$ cat config.mk
export PLATFORM = sky130hd
export DESIGN_NAME = qbus_demux_bridge
export DESIGN_NICKNAME = d
export VERILOG_FILES = /design/src/rtl/qbus_demux_bridge.sv
export SDC_FILE = /design/constraint.sdc
export NUM_CORES = 1
export LEC_CHECK = 0
export ABC_AREA = 1
export BUFFER_PORTS_ARGS = -buffer_cell sky130_fd_sc_hd__buf_2
export CORE_MARGIN = 5
export CORE_UTILIZATION = 35
export CTS_CLUSTER_DIAMETER = 50
export DETAILED_ROUTE_END_ITERATION = 7
export GPL_ROUTABILITY_DRIVEN = 0
export PLACE_DENSITY = 0.63
export SLEW_MARGIN = 20
export SYNTH_ARGS = -nofsm -noshare
export SYNTH_HDL_FRONTEND = slang
export SYNTH_SLANG_ARGS = --single-unit
$ cat constraint.sdc
create_clock -name pin_clk -period 4.2 [get_ports pin_clk]
set_clock_uncertainty 0.2 [all_clocks]
set_input_delay 0.63 -clock pin_clk [delete_from_list [all_inputs] [get_ports pin_clk]]
set_output_delay 0.63 -clock pin_clk [all_outputs]
set_load 0.01 [all_outputs]
$ cat src/rtl/qbus_demux_bridge.sv
// Bridges a multiplexed Q-bus style core cycle (sync/din/dout on a shared
// address/data bus) onto a demultiplexed request/acknowledge slave bus.
module qbus_demux_bridge #(
  parameter int AW  = 16,
  parameter int TMO = 64
) (
  input  logic          pin_clk,
  input  logic          pin_dclo,
  input  logic          cpu_sync,
  input  logic          cpu_din,
  input  logic          cpu_dout,
  input  logic          cpu_wtbt,
  input  logic          cpu_rmw,
  input  logic [AW-1:0] cpu_ad,
  output logic [15:0]   cpu_rdata,
  output logic          cpu_rply,
  output logic          cpu_berr,
  output logic [AW-1:0] bus_addr,
  output logic [15:0]   bus_wdata,
  output logic [1:0]    bus_be,
  output logic          bus_we,
  output logic          bus_req,
  input  logic [15:0]   bus_rdata,
  input  logic          bus_ack
);

  localparam int CW = (TMO < 2) ? 2 : $clog2(TMO + 1) + 1;
  localparam logic [CW-1:0] TMO_C = CW'(TMO);

  typedef enum logic [2:0] {
    S_IDLE,
    S_ADDR,
    S_XFER,
    S_REPLY,
    S_ERR
  } state_t;

  state_t          state_q, state_d;
  logic            sync_q;
  logic            wr_cyc_q, wr_cyc_d;
  logic            rmw_cyc_q, rmw_cyc_d;
  logic            rd_done_q, rd_done_d;
  logic [CW-1:0]   cnt_q, cnt_d, cnt_inc;
  logic            req_q, req_d;
  logic            we_q, we_d;
  logic [1:0]      be_q, be_d;
  logic [AW-1:0]   addr_q, addr_d;
  logic [15:0]     wdata_q, wdata_d;
  logic [15:0]     rdata_q, rdata_d;
  logic            rply_q, rply_d;
  logic            berr_q, berr_d;
  logic            sync_rise;
  logic            dout_ok;

  function automatic logic [1:0] byte_en(input logic byte_wr, input logic a0);
    if (!byte_wr) return 2'b11;
    return a0 ? 2'b10 : 2'b01;
  endfunction

  always_comb begin
    state_d   = state_q;
    wr_cyc_d  = wr_cyc_q;
    rmw_cyc_d = rmw_cyc_q;
    rd_done_d = rd_done_q;
    cnt_d     = cnt_q;
    req_d     = req_q;
    we_d      = we_q;
    be_d      = be_q;
    addr_d    = addr_q;
    wdata_d   = wdata_q;
    rdata_d   = rdata_q;
    rply_d    = rply_q;
    berr_d    = berr_q;
    sync_rise = cpu_sync && !sync_q;
    dout_ok   = wr_cyc_q || (rmw_cyc_q && rd_done_q);
    cnt_inc   = cnt_q + 1'b1;

    case (state_q)
      S_IDLE: begin
        if (sync_rise) begin
          addr_d    = cpu_ad;
          wr_cyc_d  = cpu_wtbt;
          rmw_cyc_d = cpu_rmw;
          rd_done_d = 1'b0;
          state_d   = S_ADDR;
        end
      end
      S_ADDR: begin
        if (cpu_din && cpu_dout) begin
          berr_d  = 1'b1;
          state_d = S_ERR;
        end else if (cpu_din) begin
          we_d    = 1'b0;
          be_d    = 2'b11;
          req_d   = 1'b1;
          cnt_d   = '0;
          state_d = S_XFER;
        end else if (cpu_dout) begin
          if (dout_ok) begin
            wdata_d = cpu_ad[15:0];
            we_d    = 1'b1;
            be_d    = byte_en(cpu_wtbt, addr_q[0]);
            req_d   = 1'b1;
            cnt_d   = '0;
            state_d = S_XFER;
          end else begin
            berr_d  = 1'b1;
            state_d = S_ERR;
          end
        end
      end
      S_XFER: begin
        // cnt_inc is the number of XFER cycles completed including this one,
        // so bus_req stays high for exactly TMO cycles; ack in the last wins.
        if (bus_ack) begin
          req_d   = 1'b0;
          rply_d  = 1'b1;
          if (!we_q) begin
            rdata_d   = bus_rdata;
            rd_done_d = 1'b1;
          end
          state_d = S_REPLY;
        end else if (TMO > 0 && cnt_inc == TMO_C) begin
          req_d   = 1'b0;
          berr_d  = 1'b1;
          state_d = S_ERR;
        end else begin
          cnt_d = cnt_inc;
        end
      end
      S_REPLY: begin
        if (!cpu_din && !cpu_dout) begin
          rply_d  = 1'b0;
          state_d = S_ADDR;
        end
      end
      S_ERR: begin
        req_d  = 1'b0;
        rply_d = 1'b0;
        berr_d = 1'b1;
      end
      default: state_d = S_IDLE;
    endcase

    // Losing sync ends the frame from any state; late slave acks land in IDLE.
    if (state_q != S_IDLE && !cpu_sync) begin
      state_d = S_IDLE;
      req_d   = 1'b0;
      rply_d  = 1'b0;
      berr_d  = 1'b0;
    end
  end

  always_ff @(posedge pin_clk) begin
    // Tracked through reset so a sync held across release is not a rise.
    sync_q <= cpu_sync;
    if (pin_dclo) begin
      state_q   <= S_IDLE;
      wr_cyc_q  <= 1'b0;
      rmw_cyc_q <= 1'b0;
      rd_done_q <= 1'b0;
      cnt_q     <= '0;
      req_q     <= 1'b0;
      we_q      <= 1'b0;
      be_q      <= 2'b00;
      addr_q    <= '0;
      wdata_q   <= '0;
      rdata_q   <= '0;
      rply_q    <= 1'b0;
      berr_q    <= 1'b0;
    end else begin
      state_q   <= state_d;
      wr_cyc_q  <= wr_cyc_d;
      rmw_cyc_q <= rmw_cyc_d;
      rd_done_q <= rd_done_d;
      cnt_q     <= cnt_d;
      req_q     <= req_d;
      we_q      <= we_d;
      be_q      <= be_d;
      addr_q    <= addr_d;
      wdata_q   <= wdata_d;
      rdata_q   <= rdata_d;
      rply_q    <= rply_d;
      berr_q    <= berr_d;
    end
  end

  assign cpu_rdata = rdata_q;
  assign cpu_rply  = rply_q;
  assign cpu_berr  = berr_q;
  assign bus_addr  = addr_q;
  assign bus_wdata = wdata_q;
  assign bus_be    = be_q;
  assign bus_we    = we_q;
  assign bus_req   = req_q;

endmodule

==> impl_summary.log, run 1 <==
[metrics] run status: complete, no violations
[metrics] relative area change from synthesis to final layout: 26.0%
[metrics] initial DRC count: around 110
[metrics] category of the worst setup path launch point: register
[metrics] min-delay worst type: in -> reg
[metrics] CTS Buffer Depth: 2
[metrics] CTS tree: done
[metrics] Cell Count Post-Placement: between 500 and 600
[metrics] deepest level of the CTS H-tree: 3
[metrics] final routed wire length divided by cell count: between 10 and 15 um
[metrics] final layout net count: about 540
[metrics] sum of overflow across all layers after global routing: 0
[metrics] Total Routing Usage GR: 15.1%
[metrics] endpoint class of the critical path: register
[metrics] via count: about 2800
[metrics] Antenna diodes: 0
[metrics] Finished Layout Cells: slightly above 600
[metrics] clock transition at the registers of the reported paths: ~0.08 ns
[metrics] Core Region: approximately 0.0082 mm2
[metrics] relative slew slack: about 49%
[metrics] Setup violations, final: 0
[metrics] number of instances in the synthesized netlist: 409
[metrics] number of post-CTS setup repair buffers: 0
[metrics] filler instances: 833
[metrics] I/O pin total: 94
[metrics] overall die area: between 0.01 and 0.015 mm2
[metrics] worst setup timing slack at the placement stage: between 1.5 and 2 ns
[metrics] DRT antenna net count: 0
[metrics] cell leakage power: about 1.8 nW
[metrics] # port buffers: just over 90
[metrics] Highest Clock Rate: 416 MHz
[metrics] number of enable flip-flop cells after synthesis: 0
[metrics] vias in the first global route: around 2700
[metrics] number of placement rows: 33
[metrics] setup repair after global routing missed its margin: no
[metrics] classification of the worst setup path: reg -> reg
[metrics] largest vdd supply drop: around 0.00022 V
[metrics] sequential element share of the synthesized area: a little under half
[metrics] number of violations of the max-capacitance limit: 0
[metrics] Resized cells post-CTS: 0
[metrics] initial antenna violation count: 0
[metrics] Hold Worst Slack: between 0.15 and 0.2 ns
[metrics] First-pass DRT Iterations: 4
[metrics] crit-path max FO: 17
[metrics] post-DP HPWL: 5470 um
[metrics] source-to-sink clock delay at the later pin of the worst-skew pair: around 0.34 ns
[metrics] Distinct cells, synth: 27
[metrics] flip-flop cell with the highest count after synthesis: sky130_fd_sc_hd__dfxtp_1
[metrics] mapped cell area: around 0.003 mm2
[metrics] Tcrit/Tclk final: 57.3%
[metrics] number of buffers inserted for hold repair after clock tree synthesis: 0
[metrics] Power Density: 638 mW/mm2
[metrics] Arrival @ worst endpoint: between 2 and 2.5 ns
[metrics] required time at the worst-slack endpoint: approximately 4.2 ns
[metrics] via density per instance: approximately 4.6
[metrics] number of warning messages in the yosys log: 0
[metrics] Overall Power: ~2.4 mW
[metrics] max-slew violation count: 0
[metrics] pin count of the biggest net entering global routing: 51
[metrics] flip-flop and latch count after synthesis: 69
[metrics] Final Critical Period: roughly 2.4 ns
[metrics] CTS Root Buffer Type: sky130_fd_sc_hd__clkbuf_8
[metrics] effective utilization at floorplan: ~36%
[metrics] setup ws final: 1.80 ns
[metrics] Routed Wire Length: around 7600 um
[metrics] Chip Height: ~100 um
[metrics] final core occ: between 40% and 50%
[metrics] minimum setup slack among reg-to-reg paths: between 1.5 and 2 ns
[metrics] share of flip-flops with an asynchronous set or reset after synthesis: 0%
[metrics] die extent in x: between 100 and 150 um
[metrics] post-route design area: approximately 0.0037 mm2
[metrics] placed inst area: ~0.0035 mm2
[metrics] Residual DRC: 0
[metrics] Final Hold Vio Count: 0
[metrics] worst-margin pin slew: between 0.7 and 0.8 ns
[metrics] wire length of the first global-routing pass: about 12000 um
[metrics] setup TNS: 0 ns
[metrics] post-synthesis area per instance: between 7 and 8 um2
[metrics] clock buffers created by TritonCTS: 9
[metrics] syn_nets: 450
[metrics] layout cells sized above 1: approximately a quarter
[metrics] sinks on the clock net: 69
[logic make-up after synthesis]
kind of cell               Yosys count  share of synthesized area [%]
and+or+nand+nor                    213                           32.0
buffers and inverters               54                           7.68
adders and majority gates            1                          0.426
xor gates and xnor gates             2                          0.597
AOI/OAI and AO/OA                   70                           12.2
DFF                                 69                           47.1
[critical path, cell delays in order, from the launching register on]
cell                      delay [ns]
sky130_fd_sc_hd__dfxtp_1        0.39
sky130_fd_sc_hd__inv_2          0.07
sky130_fd_sc_hd__nor3_2         0.58
sky130_fd_sc_hd__inv_2          0.17
sky130_fd_sc_hd__nor2_4         0.19
sky130_fd_sc_hd__inv_2          0.10
sky130_fd_sc_hd__nor2_8         0.23
sky130_fd_sc_hd__inv_2          0.19
sky130_fd_sc_hd__nor2_1         0.13
sky130_fd_sc_hd__nor2_1         0.05
[sequential cells by signal, summed over array words and instances (netlist names)]
register and count:
bus_addr 16, bus_wdata 16, cpu_rdata 16, cnt_q 8
state_q 3, bus_be 2, bus_req 1, bus_we 1
cpu_berr 1, cpu_rply 1, rd_done_q 1, rmw_cyc_q 1
sync_q 1, wr_cyc_q 1
[layer usage]
layer / global-route usage (%) / part of all wire, % / up-vias
met4: 7.36 / 2.6 / 0
li1: - / - / 1478
met2: 24.4 / 44 / 91
met3: 5.92 / 8.9 / 24
met1: 17.3 / 44 / 1227
met5: 0 / 0 / -
[where the power goes]
part	internal (mW)	switching [mW]	leakage, nW	total [mW]
Clock	0.368	0.266	0.116	0.634
Sequential	0.796	0.0897	0.563	0.885
Combinational	0.297	0.543	1.16	0.840
[cell type report]
| cell class | instances | area, um2 | share of cell area [%] |
|---|---|---|---|
| timing repair buffer | 94 | 473 | 12.8 |
| inverter | 40 | 150 | 4.06 |
| multi-input combinational | 286 | 1330 | 35.9 |
| clock inverter | 5 | 81.3 | 2.20 |
| sequential | 69 | 1380 | 37.4 |
| clock buffer | 11 | 151 | 4.10 |
| tap | 105 | 131 | 3.55 |
[cell usage in the layout (no fill, tap or decap), types with 2 or more instances in the layout]
master	instances
sky130_fd_sc_hd__a21oi_1	11
sky130_fd_sc_hd__buf_2	93
sky130_fd_sc_hd__bufinv_16	2
sky130_fd_sc_hd__clkbuf_8	11
sky130_fd_sc_hd__dfxtp_1	69
sky130_fd_sc_hd__inv_1	27
sky130_fd_sc_hd__inv_2	12
sky130_fd_sc_hd__nand2_1	49
sky130_fd_sc_hd__nand3_1	12
sky130_fd_sc_hd__nand3_2	3
sky130_fd_sc_hd__nand4_1	8
sky130_fd_sc_hd__nor2_1	129
sky130_fd_sc_hd__nor2_2	3
sky130_fd_sc_hd__nor2_4	3
sky130_fd_sc_hd__nor3_1	2
sky130_fd_sc_hd__o21ai_0	35
sky130_fd_sc_hd__o21ai_1	22
sky130_fd_sc_hd__xor2_1	2
[final timing paths]
check,cells past startpoint,to,startpoint
max,9,cpu_rdata[3],state_q[1]
max reg2reg,9,cpu_rdata[3],state_q[1]
min,1,sync_q,cpu_sync
min reg2reg,2,cpu_berr,cpu_berr
[synth_stat cells (7+ instances only)]
cell	n	area (um2)
sky130_fd_sc_hd__nor2_1	129	484
sky130_fd_sc_hd__dfxtp_1	69	1380
sky130_fd_sc_hd__nand2_1	49	184
sky130_fd_sc_hd__o21ai_0	35	175
sky130_fd_sc_hd__inv_1	28	105
sky130_fd_sc_hd__o21ai_1	22	110
sky130_fd_sc_hd__nand3_1	12	60.1
sky130_fd_sc_hd__a21oi_1	11	55.1
sky130_fd_sc_hd__inv_2	11	41.3
sky130_fd_sc_hd__nand4_1	8	50.1
sky130_fd_sc_hd__clkbuf_1	7	26.3
(Power assumes the default switching activity.)
==> run 2, diff against run 1 <==
Settings changed: PLACE_DENSITY 0.63 to 0.65.
Clock period 4.2 ns to 2.2 ns, I/O delays scaled along.
==> run 2 against run 1 <==
Combinational power increased by 90%. Largest cell class unchanged. Die area unchanged. Sequential cell count unchanged. Sequential power increased by 91%. Clock power increased by 62%. Count of clock-buffer cells in the layout unchanged.
==> impl_summary.log, run 2 (synthesis results as in run 1) <==
[metrics] run status: complete, no violations
[metrics] sinks on the clock net: 69
[metrics] endpoint class of the critical path: register
[metrics] standard cell with the maximum stage delay on the critical path: sky130_fd_sc_hd__dfxtp_1
[metrics] die extent in x: around 100 um
[metrics] Chip Height: approximately 100 um
[metrics] number of violations of the max-capacitance limit: 0
[metrics] relative area change from synthesis to final layout: 26.3%
[metrics] Total Routing Usage GR: 14.2%
[metrics] DRT antenna net count: 0
[metrics] minimum setup slack among reg-to-reg paths: about 0.27 ns
[metrics] initial antenna violation count: 0
[metrics] cell family contributing the most delay on the critical path: simple AND/OR/NAND/NOR gates
[metrics] setup TNS: 0 ns
[metrics] number of placement rows: 33
[metrics] cell leakage power: 1.85 nW
[metrics] setup repair after global routing missed its margin: no
[metrics] Overall Power: around 4.3 mW
[metrics] wire length of the first global-routing pass: approximately 12000 um
[metrics] CTS Root Buffer Type: sky130_fd_sc_hd__clkbuf_8
[metrics] Core Region: between 0.008 and 0.009 mm2
[metrics] area occupied by registers: around 0.0014 mm2
[metrics] via density per instance: 4.59
[metrics] CTS Buffer Depth: 2
[metrics] Arrival @ worst endpoint: 1.96 ns
[metrics] deepest level of the CTS H-tree: 3
[metrics] critical path, cell by cell: ha_1 > nand3_2 > o21ai_1 > nand2_1 > nor2_2 > nand4_4 > nand3_4 > nand2_1 > inv_2 > nor2_1
[metrics] required time at the worst-slack endpoint: between 2 and 2.5 ns
[metrics] min-delay worst type: in -> reg
[metrics] total area of multi-input combinational cells: approximately 0.0013 mm2
[metrics] Routed Wire Length: approximately 7100 um
[metrics] clock buffers created by TritonCTS: 9
[metrics] Tcrit/Tclk final: between 80% and 90%
[metrics] relative slew slack: 66.2%
[metrics] max-slew violation count: 0
[metrics] via count: ~2800
[metrics] sum of overflow across all layers after global routing: 0
[metrics] post-DP HPWL: around 5400 um
[metrics] category of the worst setup path launch point: register
[metrics] commonest non-fill, non-tap cell in the layout: sky130_fd_sc_hd__nor2_1
[metrics] effective utilization at floorplan: between 30% and 40%
[metrics] CTS tree: done
[metrics] pin count of the biggest net entering global routing: 37
[metrics] Setup violations, final: 0
[metrics] Resized cells post-CTS: 0
[metrics] classification of the worst setup path: reg -> reg
[metrics] clock transition at the registers of the reported paths: approximately 0.080 ns
[metrics] layout cells sized above 1: 26.9%
[metrics] Final Hold Vio Count: 0
[metrics] final routed wire length divided by cell count: around 12 um
[metrics] Antenna diodes: 0
[metrics] number of buffers inserted for hold repair after clock tree synthesis: 1
[metrics] largest vdd supply drop: about 0.00046 V
[metrics] most frequent cell on the critical path: sky130_fd_sc_hd__nand2_1
[metrics] # port buffers: 93
[metrics] Power Density: 1160 mW/mm2
[metrics] crit path buf inv count: 1
[metrics] worst-margin pin slew: 0.504 ns
[metrics] First-pass DRT Iterations: 4
[metrics] vias in the first global route: ~2700
[metrics] source-to-sink clock delay at the later pin of the worst-skew pair: roughly 0.33 ns
[metrics] number of post-CTS setup repair buffers: 0
[metrics] Residual DRC: 0
[metrics] filler instances: about 840
[metrics] crit-path max FO: 9
[metrics] largest stage delay on the critical path: about 0.37 ns
[metrics] Final Critical Period: roughly 1.9 ns
[metrics] final layout net count: between 500 and 600
[metrics] overall die area: approximately 0.010 mm2
[metrics] Highest Clock Rate: 518 MHz
[metrics] I/O pin total: 94
[metrics] commonest cells after routing, fill and taps aside: sky130_fd_sc_hd__nor2_1 (129), sky130_fd_sc_hd__buf_2 (93), sky130_fd_sc_hd__dfxtp_1 (69)
[metrics] initial DRC count: 158
-- run 2: changes by cell type in the layout (fill, tap and decap cells not counted) --
cell	before	now
sky130_fd_sc_hd__inv_1	27	28
sky130_fd_sc_hd__inv_6	1	0
sky130_fd_sc_hd__clkbuf_8	11	10
sky130_fd_sc_hd__buf_4	1	5
sky130_fd_sc_hd__clkinv_4	0	2
sky130_fd_sc_hd__clkbuf_1	0	1
sky130_fd_sc_hd__inv_2	12	11
sky130_fd_sc_hd__dlygate4sd3_1	0	1
sky130_fd_sc_hd__bufinv_16	2	1
-- run 2: per-stage QoR --
stage	setup slack (ns)	util (%)	instance area, um2	hold WS (ns)	cells
2_1_floorplan	0.453	-	2930	0.158	409
5_1_grt	0.0384	45.3	3700	0.0175	615
3_5_place_dp	0.288	42.7	3490	0.242	598
4_1_cts	0.271	45.3	3700	0.00279	615
3_3_place_gp	0.342	42.7	3490	0.240	598
6_report	0.269	45.3	3700	0.0144	615
-- run 2: worst paths after layout --
kind	from	end	depth (start not counted)
worst min register to register	cpu_berr	cpu_berr	2
worst max register to register	cnt_q[1]	cnt_q[5]	10
worst max-delay path	cnt_q[1]	cnt_q[5]	10
worst min-delay path	bus_rdata[11]	cpu_rdata[11]	3
-- run 2: tightest hold or removal path, delay by kind of cell --
kind	cells	cell delay, ns
buf+inv	1	0.07
simple gates	2	0.11
-- run 2: area by class of cell --
class | count | share of cell area [%]
clock inverters | 5 | 1.62
repair buffers | 99 | 13.8
inverters | 40 | 4.05
clock buffers | 11 | 3.82
well taps | 105 | 3.55
flip-flops and latches | 69 | 37.3
multi-input cells | 286 | 35.8
-- run 2: layer usage --
| layer | GRT usage, % | wire length (um) | share of wire (%) | vias to the layer above |
|---|---|---|---|---|
| met3 | 5.72 | 543 | 7.7 | 8 |
| met4 | 4.60 | 83 | 1.2 | 0 |
| met1 | 16.1 | 3000 | 42 | 1255 |
| met5 | 0 | 0 | 0 | - |
| met2 | 24.4 | 3470 | 49 | 67 |
| li1 | - | - | - | 1490 |
-- run 2: power breakdown --
part / total (mW) / switching [mW] / internal [mW]
logic: 1.60 / 1.01 / 0.587
registers: 1.69 / 0.166 / 1.52
clock network: 1.03 / 0.469 / 0.557
==> run 3, diff against run 2 <==
Settings changed: CTS_BUF_LIST set to sky130_fd_sc_hd__clkbuf_4 sky130_fd_sc_hd__clkbuf_8.
==> run 3 against run 2 <==
Sequential cell count did not move. Routed wire length grew 0.34%. Via count down 0.11%. Count of clock-buffer cells in the layout unchanged. Largest power group unchanged.
==> impl_summary.log, run 3 (synthesis results as in run 1) <==
[metrics] run status: complete, no violations
[metrics] Antenna diodes: 0
[metrics] area occupied by registers: approximately 0.0014 mm2
[metrics] I/O pin total: 94
[metrics] required time at the worst-slack endpoint: ~2.2 ns
[metrics] # port buffers: 93
[metrics] layout cells sized above 1: a little over a quarter
[metrics] Resized cells post-CTS: 0
[metrics] relative area change from synthesis to final layout: 26.4%
[metrics] initial antenna violation count: 0
[metrics] Highest Clock Rate: 518 MHz
[metrics] crit path buf inv count: 1
[metrics] via count: 2817
[metrics] cell family contributing the most delay on the critical path: simple AND/OR/NAND/NOR gates
[metrics] largest vdd supply drop: roughly 0.00046 V
[metrics] filler instances: between 800 and 900
[metrics] setup TNS: 0 ns
[metrics] category of the worst setup path launch point: register
[metrics] clock transition at the registers of the reported paths: roughly 0.070 ns
[metrics] largest stage delay on the critical path: between 0.3 and 0.4 ns
[metrics] Arrival @ worst endpoint: about 2.0 ns
[metrics] DRT antenna net count: 0
[metrics] commonest cells after routing, fill and taps aside: sky130_fd_sc_hd__nor2_1 (129), sky130_fd_sc_hd__buf_2 (93), sky130_fd_sc_hd__dfxtp_1 (69)
[metrics] pin count of the biggest net entering global routing: 37
[metrics] commonest non-fill, non-tap cell in the layout: sky130_fd_sc_hd__nor2_1
[metrics] CTS Buffer Depth: 2
[metrics] max-slew violation count: 0
[metrics] Core Region: 0.00818 mm2
[metrics] CTS tree: done
[metrics] number of post-CTS setup repair buffers: 0
[metrics] relative slew slack: 66.8%
[metrics] sinks on the clock net: just under 70
[metrics] First-pass DRT Iterations: 4
[metrics] classification of the worst setup path: reg -> reg
[metrics] Routed Wire Length: 7120 um
[metrics] setup repair after global routing missed its margin: no
[metrics] vias in the first global route: between 2000 and 3000
[metrics] final layout net count: roughly 550
[metrics] Setup violations, final: 0
[metrics] standard cell with the maximum stage delay on the critical path: sky130_fd_sc_hd__dfxtp_1
[metrics] number of violations of the max-capacitance limit: 0
[metrics] Final Hold Vio Count: 0
[metrics] min-delay worst type: in -> reg
[metrics] sum of overflow across all layers after global routing: 0
[metrics] wire length of the first global-routing pass: roughly 12000 um
[metrics] Tcrit/Tclk final: 87.7%
[metrics] number of placement rows: 33
[metrics] Residual DRC: 0
[metrics] Power Density: 1170 mW/mm2
[metrics] Final Critical Period: roughly 1.9 ns
[metrics] endpoint class of the critical path: register
[metrics] clock buffers created by TritonCTS: 9
[metrics] Chip Height: between 100 and 150 um
[metrics] initial DRC count: between 150 and 200
[metrics] deepest level of the CTS H-tree: 3
[metrics] source-to-sink clock delay at the later pin of the worst-skew pair: 0.33 ns
[metrics] most frequent cell on the critical path: sky130_fd_sc_hd__nand2_1
[metrics] die extent in x: a little over 100 um
[metrics] critical path, cell by cell: ha_1 > nand3_2 > o21ai_1 > nand2_1 > nor2_2 > nand4_4 > nand3_4 > nand2_1 > inv_2 > nor2_1
[metrics] worst setup timing slack at the placement stage: ~0.29 ns
[metrics] final routed wire length divided by cell count: 11.6 um
[metrics] worst-margin pin slew: 0.494 ns
[metrics] setup ws final: approximately 0.27 ns
[metrics] post-DP HPWL: around 5400 um
[metrics] placed inst area: 0.00349 mm2
[metrics] total area of multi-input combinational cells: 0.00133 mm2
[metrics] post-route design area: roughly 0.0037 mm2
[metrics] via density per instance: approximately 4.6
[metrics] crit-path max FO: 9
[metrics] effective utilization at floorplan: between 30% and 40%
[metrics] overall die area: around 0.010 mm2
[metrics] number of buffers inserted for hold repair after clock tree synthesis: 1
[metrics] Total Routing Usage GR: between 10% and 20%
[metrics] Hold Worst Slack: around 0.017 ns
[metrics] CTS Root Buffer Type: sky130_fd_sc_hd__clkbuf_8
[metrics] cell leakage power: 1.85 nW
-- run 3: stage by stage --
stage	util [%]	instances	power [mW]
3_5_place_dp	42.7	598	3.32
6_report	45.4	615	4.33
2_1_floorplan	-	409	2.86
3_3_place_gp	42.7	598	3.31
4_1_cts	45.4	615	4.38
5_1_grt	45.4	615	4.69
-- run 3: report_power, final --
group          internal (mW)  total, mW  switching [mW]
clock                  0.569       1.04           0.473
combinational          0.587       1.60            1.01
sequential              1.52       1.69           0.167
total                   2.68       4.33            1.65
-- run 3: path summary, 6_finish.rpt --
kind	slack, ns	depth (start not counted)	startpoint	to
max	0.27	10	cnt_q[1]	cnt_q[5]
min	0.02	3	bus_rdata[11]	cpu_rdata[11]
max reg2reg	0.27	10	cnt_q[1]	cnt_q[5]
min reg2reg	0.25	2	cpu_berr	cpu_berr
-- run 3: final cells by class --
class | count | share of cell area, %
clock buffer | 11 | 3.91
clock inverter | 5 | 1.62
inverter | 40 | 4.05
multi-input combinational | 286 | 35.8
sequential | 69 | 37.2
tap | 105 | 3.54
timing repair buffer | 99 | 13.8
-- run 3: per-layer routing --
layer | wire length [um] | vias up | global-route usage, %
met1 | 3010 | 1257 | 16.1
met5 | 0 | - | 0
met4 | 82 | 0 | 4.60
met2 | 3490 | 64 | 24.4
li1 | - | 1488 | -
met3 | 538 | 8 | 5.72
-- run 3: worst register-to-register path, stage by stage, from the launching register on --
cell and delay, ns:
sky130_fd_sc_hd__dfxtp_1 0.37, sky130_fd_sc_hd__ha_1 0.22, sky130_fd_sc_hd__nand3_2 0.12, sky130_fd_sc_hd__o21ai_1 0.18, sky130_fd_sc_hd__nand2_1 0.08, sky130_fd_sc_hd__nor2_2 0.17
sky130_fd_sc_hd__nand4_4 0.17, sky130_fd_sc_hd__nand3_4 0.15, sky130_fd_sc_hd__nand2_1 0.08, sky130_fd_sc_hd__inv_2 0.05, sky130_fd_sc_hd__nor2_1 0.03
